File: src/rtl/pll_lock_reset_seq_pkg.sv
// rtl/pll_lock_reset_seq_pkg.sv - shared FSM encoding and widths for the PLL lock reset sequencer
package pll_lock_reset_seq_pkg;

    typedef enum logic [1:0] {
        WAIT_LOCK = 2'd0,
        STABILIZE = 2'd1,
        RUN       = 2'd2
    } seq_state_t;

    localparam int RELOCK_W = 8;

endpackage

File: src/rtl/pll_lock_reset_seq_sync_ff.sv
// rtl/pll_lock_reset_seq_sync_ff.sv - multi-stage single-bit synchroniser, async reset to 0
module pll_lock_reset_seq_sync_ff #(
    parameter int STAGES = 2
) (
    input  logic clock,
    input  logic reset,
    input  logic d,
    output logic q
);

    logic [STAGES-1:0] chain;

    always_ff @(posedge clock or posedge reset) begin
        if (reset) begin
            chain <= '0;
        end else begin
            chain <= {chain[STAGES-2:0], d};
        end
    end

    assign q = chain[STAGES-1];

endmodule

File: src/rtl/pll_lock_reset_seq.sv
// rtl/pll_lock_reset_seq.sv - holds reset until PLL lock is stable, reasserts on filtered loss
module pll_lock_reset_seq
    import pll_lock_reset_seq_pkg::*;
#(
    parameter int SYNC_STAGES   = 2,
    parameter int STABLE_CYCLES = 1024,
    parameter int LOSS_FILTER   = 4,
    parameter int CNT_W         = 16
) (
    input  logic                clock,
    input  logic                reset,
    input  logic                lock,
    output logic                rst_out,
    output logic                ready,
    output logic                lock_lost,
    output logic [RELOCK_W-1:0] relock_count
);

    localparam logic [CNT_W-1:0] STABLE_LAST = CNT_W'(STABLE_CYCLES - 1);
    localparam logic [CNT_W-1:0] LOSS_LAST   = CNT_W'(LOSS_FILTER - 1);

    seq_state_t       state;
    logic [CNT_W-1:0] cnt;
    logic             lock_s;

    pll_lock_reset_seq_sync_ff #(
        .STAGES(SYNC_STAGES)
    ) u_lock_sync (
        .clock(clock),
        .reset(reset),
        .d    (lock),
        .q    (lock_s)
    );

    // The edge that leaves WAIT_LOCK already counts as the first stable cycle,
    // so release lands exactly STABLE_CYCLES synced-high cycles after lock_s rises.
    always_ff @(posedge clock or posedge reset) begin
        if (reset) begin
            state        <= WAIT_LOCK;
            cnt          <= '0;
            rst_out      <= 1'b1;
            ready        <= 1'b0;
            lock_lost    <= 1'b0;
            relock_count <= '0;
        end else begin
            case (state)
                WAIT_LOCK: begin
                    cnt <= '0;
                    if (lock_s) begin
                        if (STABLE_CYCLES == 1) begin
                            state   <= RUN;
                            rst_out <= 1'b0;
                            ready   <= 1'b1;
                        end else begin
                            state <= STABILIZE;
                            cnt   <= CNT_W'(1);
                        end
                    end
                end
                STABILIZE: begin
                    if (!lock_s) begin
                        state <= WAIT_LOCK;
                        cnt   <= '0;
                    end else if (cnt == STABLE_LAST) begin
                        state   <= RUN;
                        cnt     <= '0;
                        rst_out <= 1'b0;
                        ready   <= 1'b1;
                    end else begin
                        cnt <= cnt + 1'b1;
                    end
                end
                RUN: begin
                    if (lock_s) begin
                        cnt <= '0;
                    end else if (cnt == LOSS_LAST) begin
                        state     <= WAIT_LOCK;
                        cnt       <= '0;
                        rst_out   <= 1'b1;
                        ready     <= 1'b0;
                        lock_lost <= 1'b1;
                        if (relock_count != {RELOCK_W{1'b1}}) begin
                            relock_count <= relock_count + 1'b1;
                        end
                    end else begin
                        cnt <= cnt + 1'b1;
                    end
                end
                default: begin
                    state   <= WAIT_LOCK;
                    cnt     <= '0;
                    rst_out <= 1'b1;
                    ready   <= 1'b0;
                end
            endcase
        end
    end

endmodule

File: config.mk
export PLATFORM = sky130hd
export DESIGN_NAME = pll_lock_reset_seq
export DESIGN_NICKNAME = d
export VERILOG_FILES = /design/src/rtl/pll_lock_reset_seq_pkg.sv /design/src/rtl/pll_lock_reset_seq_sync_ff.sv /design/src/rtl/pll_lock_reset_seq.sv
export SDC_FILE = /design/constraint.sdc
export NUM_CORES = 1
export LEC_CHECK = 0
export BUFFER_PORTS_ARGS = -buffer_cell sky130_fd_sc_hd__buf_2
export CAP_MARGIN = 20
export CORE_MARGIN = 2
export CORE_UTILIZATION = 25
export CTS_CLUSTER_DIAMETER = 150
export CTS_CLUSTER_SIZE = 16
export DETAILED_ROUTE_END_ITERATION = 6
export PLACE_DENSITY = 0.49
export SLEW_MARGIN = 20
export SYNTH_ARGS = -nofsm -noshare
export SYNTH_HDL_FRONTEND = slang
export SYNTH_SLANG_ARGS = --single-unit
File: constraint.sdc
create_clock -name clock -period 2.51 [get_ports clock]
set_input_delay 0.502 -clock clock [delete_from_list [all_inputs] [get_ports clock]]
set_output_delay 0.502 -clock clock [all_outputs]
set_load 0.02 [all_outputs]
==> results of run 1 <==
## worst min-delay path: cells and delay by family
kind	cells	cell delay [ns]
buf+inv	3	0.48
## cells by family (layout without fill, tap and decap cells)
logic type / count (synthesis) / in the layout / share of synthesized area
adder cells (fa/ha/maj): 2 / 2 / 0.0165
XOR/XNOR: 18 / 18 / 0.104
AO/OA/AOI/OAI: 15 / 15 / 0.0642
multiplexers: 1 / 1 / 0.00741
AND/OR/NAND/NOR: 71 / 71 / 0.267
flip-flops: 31 / 31 / 0.512
buffers and inverters: 10 / 29 / 0.0297
## cell usage after synthesis, drive strengths merged
cell / instances / area (um2)
nor3: 5 / 25.0
nor4: 5 / 50.1
nor2: 18 / 67.6
nor2b: 1 / 6.26
nand2b: 2 / 12.5
dfstp: 1 / 26.3
nand2: 9 / 33.8
o21ai: 4 / 23.8
a22oi: 1 / 12.5
dfrtp: 30 / 751
a21oi: 5 / 25.0
mux2: 1 / 11.3
nand4: 7 / 43.8
a31oi: 1 / 6.26
ha: 2 / 25.0
a21boi: 1 / 7.51
nand3b: 1 / 7.51
o211ai: 2 / 15.0
clkbuf: 1 / 3.75
xor2: 13 / 114
and3: 1 / 6.26
o21bai: 1 / 7.51
inv: 5 / 18.8
buf: 4 / 22.5
or3: 4 / 25.0
nor3b: 2 / 20.0
nor4b: 1 / 15.0
and4: 4 / 35.0
and2: 2 / 12.5
xnor2: 5 / 43.8
nand3: 9 / 45.0
## state kept, by name, summed over array words and instances (netlist names)
name	flops
state	2
u_lock_sync.chain	2
relock_count	8
cnt	16
ready	1
rst_out	1
lock_lost	1
## worst paths after layout
path	end	cells past startpoint
max	relock_count[1]$_DFFE_PP0P_	6
min	cnt[7]$_DFF_PP0_	3
max reg2reg	relock_count[1]$_DFFE_PP0P_	6
min reg2reg	u_lock_sync.chain[1]$_DFF_PP0_	0
max in group asynchronous	rst_out$_DFFE_PP1P_	3
min in group clock	u_lock_sync.chain[0]$_DFF_PP0_	1
## layout by cell type, fill, tap and decap left out, types with 2 or more instances in the layout
| master | synthesis | routed |
|---|---|---|
| buf_2 | 3 | 13 |
| dfrtp_1 | 30 | 30 |
| or3_1 | 4 | 4 |
| clkbuf_8 | 0 | 6 |
| a21oi_1 | 5 | 5 |
| nand4_1 | 7 | 7 |
| nor4_2 | 3 | 3 |
| buf_4 | 1 | 3 |
| xnor2_1 | 5 | 5 |
| and2_1 | 2 | 2 |
| and4_1 | 4 | 4 |
| nand2_1 | 9 | 9 |
| o211ai_1 | 2 | 2 |
| nor4_1 | 2 | 2 |
| nand3_1 | 9 | 9 |
| inv_1 | 5 | 5 |
| nor2_1 | 18 | 18 |
| ha_1 | 2 | 2 |
| o21ai_0 | 3 | 3 |
| nor3_1 | 5 | 5 |
| nand2b_1 | 2 | 2 |
| xor2_1 | 13 | 13 |
## where the power goes
| group | switching [mW] | internal [mW] | total [mW] |
|---|---|---|---|
| Clock | 0.183 | 0.221 | 0.404 |
| Combinational | 0.0232 | 0.0108 | 0.0340 |
| Sequential | 0.00602 | 0.505 | 0.511 |
| Total | 0.212 | 0.737 | 0.949 |
## layer usage
| metal | global-route usage | routed length, um |
|---|---|---|
| met5 | 0 | 0 |
| met3 | 0.0341 | 85 |
| met4 | 0.0400 | 18 |
| met2 | 0.163 | 1390 |
| met1 | 0.128 | 1430 |
## metrics by stage
step / setup slack, ns / hold WS [ns] / power [mW] / instances / util
floorplan: 0.778 / 0.331 / 0.543 / 148 / -
global placement: 0.670 / 0.334 / 0.556 / 234 / 0.284
detailed placement: 0.641 / 0.338 / 0.556 / 234 / 0.284
CTS: 0.626 / 0.301 / 0.966 / 242 / 0.300
global route: 0.475 / 0.311 / 1.00 / 242 / 0.300
finish: 0.625 / 0.293 / 0.949 / 242 / 0.300
## area by class of cell
| type | count | share of cell area |
|---|---|---|
| clock buffer | 7 | 0.0489 |
| clock inverter | 1 | 0.00283 |
| inverter | 5 | 0.0106 |
| multi-input combinational | 107 | 0.395 |
| sequential | 31 | 0.440 |
| tap | 75 | 0.0532 |
| timing repair buffer | 16 | 0.0496 |
==> impl_metrics.py, run 1 <==
metrics = {
    "clock_network": {
        "cts.sinks": 31,
        "cts_resized": 0,
        "postCtsSetupBuffers": 0,
        "clkTransAtPathRegs_ns": 0.07,
        "cts_tree": "yes",
        "htreeDepth": 2,
        "ctsHoldBuffers": 0,
        "cts.path.max_buffers": 2,
        "clock-root-buffer": "clkbuf_8",
        "insertion_delay_ns": 0.28,
        "cts_buffers": 5,
    },
    "setup_path": {
        "path_max_fanout": 13,
        "reg2reg_slack_ns": 0.63,
        "worst_path_dominant_cell_family": "simple AND/OR/NAND/NOR gates",
        "critical_path_buf_inv_count": 1,
        "worst_path_max_delay_cell": "dfrtp_1",
        "cp_data_required_time_ns": 2.68,
        "regToRegStartpoint": "cnt[0]$_DFF_PP0_",
        "critPathKind": "flop to flop",
        "cpPeakStageDelay_ns": 0.41,
        "start_kind": "flop",
        "cp-startpoint": "cnt[0]$_DFF_PP0_",
        "cp.arrival_ns": 2.06,
        "crit_chain": "ha_1 > nor4b_2 > nand4_1 > buf_4 > nor2_1 > mux2_2",
        "end_kind": "flop",
    },
    "sta": {
        "tightest_slew_ns": 0.399,
        "finalHoldViolCount": 0,
        "max_slew_margin": 0.734,
        "maxSlewViolCount": 0,
        "fin_crit_ns": 1.88,
        "timing.fmax_mhz": 531,
        "setup-tns-final_ns": 0,
        "rsz0062_at_grt": "false",
        "setup_viol": 0,
        "fin_crit_sh": 0.751,
        "clock_skew_ns": 0.0130,
    },
    "global_route": {
        "grt.total_usage": 0.103,
        "grt_pass1_vias": 1131,
        "grt_max_degree": 32,
        "antenna_found_initial": 0,
        "grt_first_pass_wirelength_mm": 5.20,
        "grt_remaining_overflow": 0,
    },
    "layout": {
        "seqCellArea_um2": 777,
        "drive_gt1_frac": 0.192,
        "fillerInstances": 633,
        "final_area_um2": 1770,
        "area_growth_pct": 16.2,
        "final_nets": 171,
        "n_antenna_cell": 0,
        "multiInputGateArea_um2": 697,
    },
    "placed_design": {
        "routabilityCongestion": 0.751,
        "dpl.hpwl_mm": 2.04,
        "numPortBuffers": 13,
        "dpl_cell_area_um2": 1670,
    },
    "floorplanning": {
        "core_area_um2": 5890,
        "pin_count": 14,
        "die-area_um2": 6710,
        "die_height_um": 81.9,
        "row_count": 28,
        "die_w_um": 81.9,
        "initial_core_util": 0.258,
    },
    "synthesis": {
        "syn_avg_cell_area_um2": 10.3,
        "yosysWarnings": 0,
        "syn_area_um2": 1520,
        "ys_types": 35,
        "synth_seq_cells": 31,
        "ys_seq_area_frac": 0.512,
        "postSynthCellCount": 148,
        "syn_nets": 153,
    },
    "drt": {
        "ant_nets": 0,
        "drtPass1Iterations": 4,
        "vias": 1118,
        "drt-total-wl_mm": 2.92,
        "drt-initial-drc-count": 47,
        "viasPerCell": 4.62,
        "wl_per_cell_um": 12.1,
        "drcViolationCount": 0,
    },
    "job": {
        "max_cap_violations": 0,
    },
    "min_path": {
        "holdCritPathClass": "input pin to async pin",
    },
    "power": {
        "p_per_area_nw_per_um2": 538,
        "ir_drop_mv": 0.274,
        "p_leak_nw": 0.791,
    },
    "run_status": {
        "status": "complete, no violations",
    },
}
Power figures use the tool's default switching activity.
==> run 2: changes to the inputs <==
--- a/config.mk
+++ b/config.mk
@@ -12,7 +12,7 @@
 export CTS_CLUSTER_DIAMETER = 150
 export CTS_CLUSTER_SIZE = 16
 export DETAILED_ROUTE_END_ITERATION = 6
-export PLACE_DENSITY = 0.49
+export PLACE_DENSITY = 0.51
 export SLEW_MARGIN = 20
 export SYNTH_ARGS = -nofsm -noshare
 export SYNTH_HDL_FRONTEND = slang
==> constraint.sdc (replaced) <==
create_clock -name clock -period 1.7 [get_ports clock]
set_input_delay 0.34 -clock clock [delete_from_list [all_inputs] [get_ports clock]]
set_output_delay 0.34 -clock clock [all_outputs]
set_load 0.02 [all_outputs]
==> run 2 against run 1 <==
Cell area grew 14%; sequential cell count unchanged; clock power is 81% higher; global-route usage rose by 0.21 points.
==> impl_metrics.py, run 2 (same netlist as run 1, synthesis figures left out) <==
metrics = {
    "power": {
        "p_switching_uw": 343,
        "p_int_mw": 1.21,
        "p_per_area_nw_per_um2": 771,
        "ir_drop_mv": 0.336,
        "switching_share": 0.221,
        "comb_power_share": 0.045,
        "clkPwrFrac": 0.471,
        "power_frac_seq": 0.484,
        "p_leak_nw": 0.940,
    },
    "placed_design": {
        "post-place-cells": 252,
        "dpl_cell_area_um2": 1820,
        "dpl.hpwl_mm": 2.16,
        "numPortBuffers": 13,
        "routabilityCongestion": 0.758,
    },
    "sta": {
        "clock_skew_ns": 0.00741,
        "whs_ns": 0.123,
        "rsz0062_at_grt": "true",
        "fin_crit_sh": 0.969,
        "maxSlewViolCount": 0,
        "setup_viol": 0,
        "timing.fmax_mhz": 607,
        "tightest_slew_ns": 0.471,
        "fin_crit_ns": 1.65,
        "max_slew_margin": 0.686,
        "finalHoldViolCount": 0,
    },
    "clock_network": {
        "clkTransAtPathRegs_ns": 0.07,
        "htreeDepth": 2,
        "cts.path.max_buffers": 2,
        "clock-root-buffer": "clkbuf_8",
        "ctsHoldBuffers": 0,
        "cts_buffers": 5,
        "cts.sinks": 31,
        "cts_tree": "yes",
        "insertion_delay_ns": 0.29,
    },
    "floorplanning": {
        "die_w_um": 81.9,
        "pin_count": 14,
        "die-area_um2": 6710,
        "die_height_um": 81.9,
        "core_area_um2": 5890,
        "initial_core_util": 0.258,
        "row_count": 28,
    },
    "global_route": {
        "antenna_found_initial": 0,
        "grt_remaining_overflow": 0,
        "grt.total_usage": 0.105,
        "grt_pass1_vias": 1108,
        "grt_first_pass_wirelength_mm": 5.20,
        "grt_max_degree": 32,
    },
    "layout": {
        "final_util": 0.342,
        "top_register": "cnt",
        "mostFrequentLayoutCell": "dfrtp_1",
        "layoutNonFillerInstCount": 262,
        "area_growth_pct": 32.5,
        "largest_reg_flops": 16,
        "final_cell_mix": "dfrtp_1 (30), buf_4 (21), nor2_1 (17), xor2_1 (13), buf_2 (13)",
        "drive_gt1_frac": 0.316,
        "final_nets": 191,
        "reg_top3": "cnt (16), relock_count (8)",
        "n_antenna_cell": 0,
        "final_area_um2": 2010,
    },
    "setup_path": {
        "critPathKind": "flop to flop",
        "crit_chain": "nor4_2 > buf_4 > nand4_1 > buf_6 > a22oi_2 > buf_12 > nor2_1",
        "r2r_cells": 7,
        "cp_data_required_time_ns": 1.87,
        "end_kind": "flop",
        "start_kind": "flop",
        "worst_path_max_delay_cell": "dfrtp_1",
        "cp.arrival_ns": 1.82,
        "path_max_fanout": 15,
        "cpPeakStageDelay_ns": 0.40,
    },
    "job": {
        "max_cap_violations": 0,
    },
    "drt": {
        "drcViolationCount": 0,
        "viasPerCell": 4.44,
        "drtPass1Iterations": 4,
        "drt-total-wl_mm": 3.12,
        "ant_nets": 0,
        "drt-initial-drc-count": 58,
        "vias": 1164,
        "wl_per_cell_um": 11.9,
    },
    "min_path": {
        "holdCritPathClass": "input pin to async pin",
    },
    "run_status": {
        "status": "complete, no violations",
    },
}
-- run 2: cell types whose count changed in the layout (fill, tap and decap cells not counted), sizes merged --
cell    before  now
buf         16   36
bufinv       0    1
clkbuf       7    5
clkinv       1    2
-- run 2: per-layer routing --
metal / track usage / routed length [um] / up-vias
met1: 0.137 / 1460 / 546
met5: 0 / 0 / -
met2: 0.153 / 1480 / 13
li1: - / - / 598
met3: 0.0330 / 105 / 7
met4: 0.0550 / 68 / 0
-- run 2: worst paths after layout --
kind                                           startpoint                             end  slack [ns]
setup / recovery                         cnt[2]$_DFF_PP0_                cnt[6]$_DFF_PP0_        0.05
hold / removal                                      reset               cnt[11]$_DFF_PP0_        0.12
setup reg to reg                         cnt[2]$_DFF_PP0_                cnt[6]$_DFF_PP0_        0.05
hold reg to reg            u_lock_sync.chain[0]$_DFF_PP0_  u_lock_sync.chain[1]$_DFF_PP0_        0.36
max in group asynchronous                           reset             rst_out$_DFFE_PP1P_        1.25
min in group clock                                   lock  u_lock_sync.chain[0]$_DFF_PP0_        0.15
-- run 2: what timing repair did --
item / 4_1_cts / 5_1_grt
gates resized for setup: 3 / 8
endpoints found under the setup margin: 2 / 27
pin swaps: 0 / 6
setup buffers: 0 / 2
-- run 2: worst max-delay path, delay by kind of cell (launching register included) --
kind | cells | cell delay (ns)
AOI/OAI and AO/OA | 1 | 0.21
buffers and inverters | 3 | 0.49
DFF | 1 | 0.40
and+or+nand+nor | 3 | 0.42
-- run 2: stage by stage --
step                      worst slack, ns  total power [mW]  setup TNS (ns)
after global placement            -0.0256             0.834         -0.0316
after floorplan                    0.0116             0.803               0
after CTS                         0.00121              1.58               0
after detailed placement          -0.0248             0.834         -0.0248
final                              0.0523              1.55               0
after global routing              -0.0984              1.63           -1.31
-- run 2: layout make-up --
type                    count  area (um2)
well taps                  75        93.8
fillers                   628        3870
clock inverters             3        43.8
repair buffers             36         254
inverters                   5        18.8
multi-input cells         107         757
flip-flops and latches     31         777
clock buffers               5        68.8
-- run 2: power groups by stage --
stage	sequential, mW	combinational [mW]	clock (mW)
finish	0.751	0.0701	0.731
global route	0.751	0.0809	0.794
CTS	0.750	0.0697	0.761
global placement	0.765	0.0691	0
floorplan	0.766	0.0372	0
detailed placement	0.765	0.0692	0
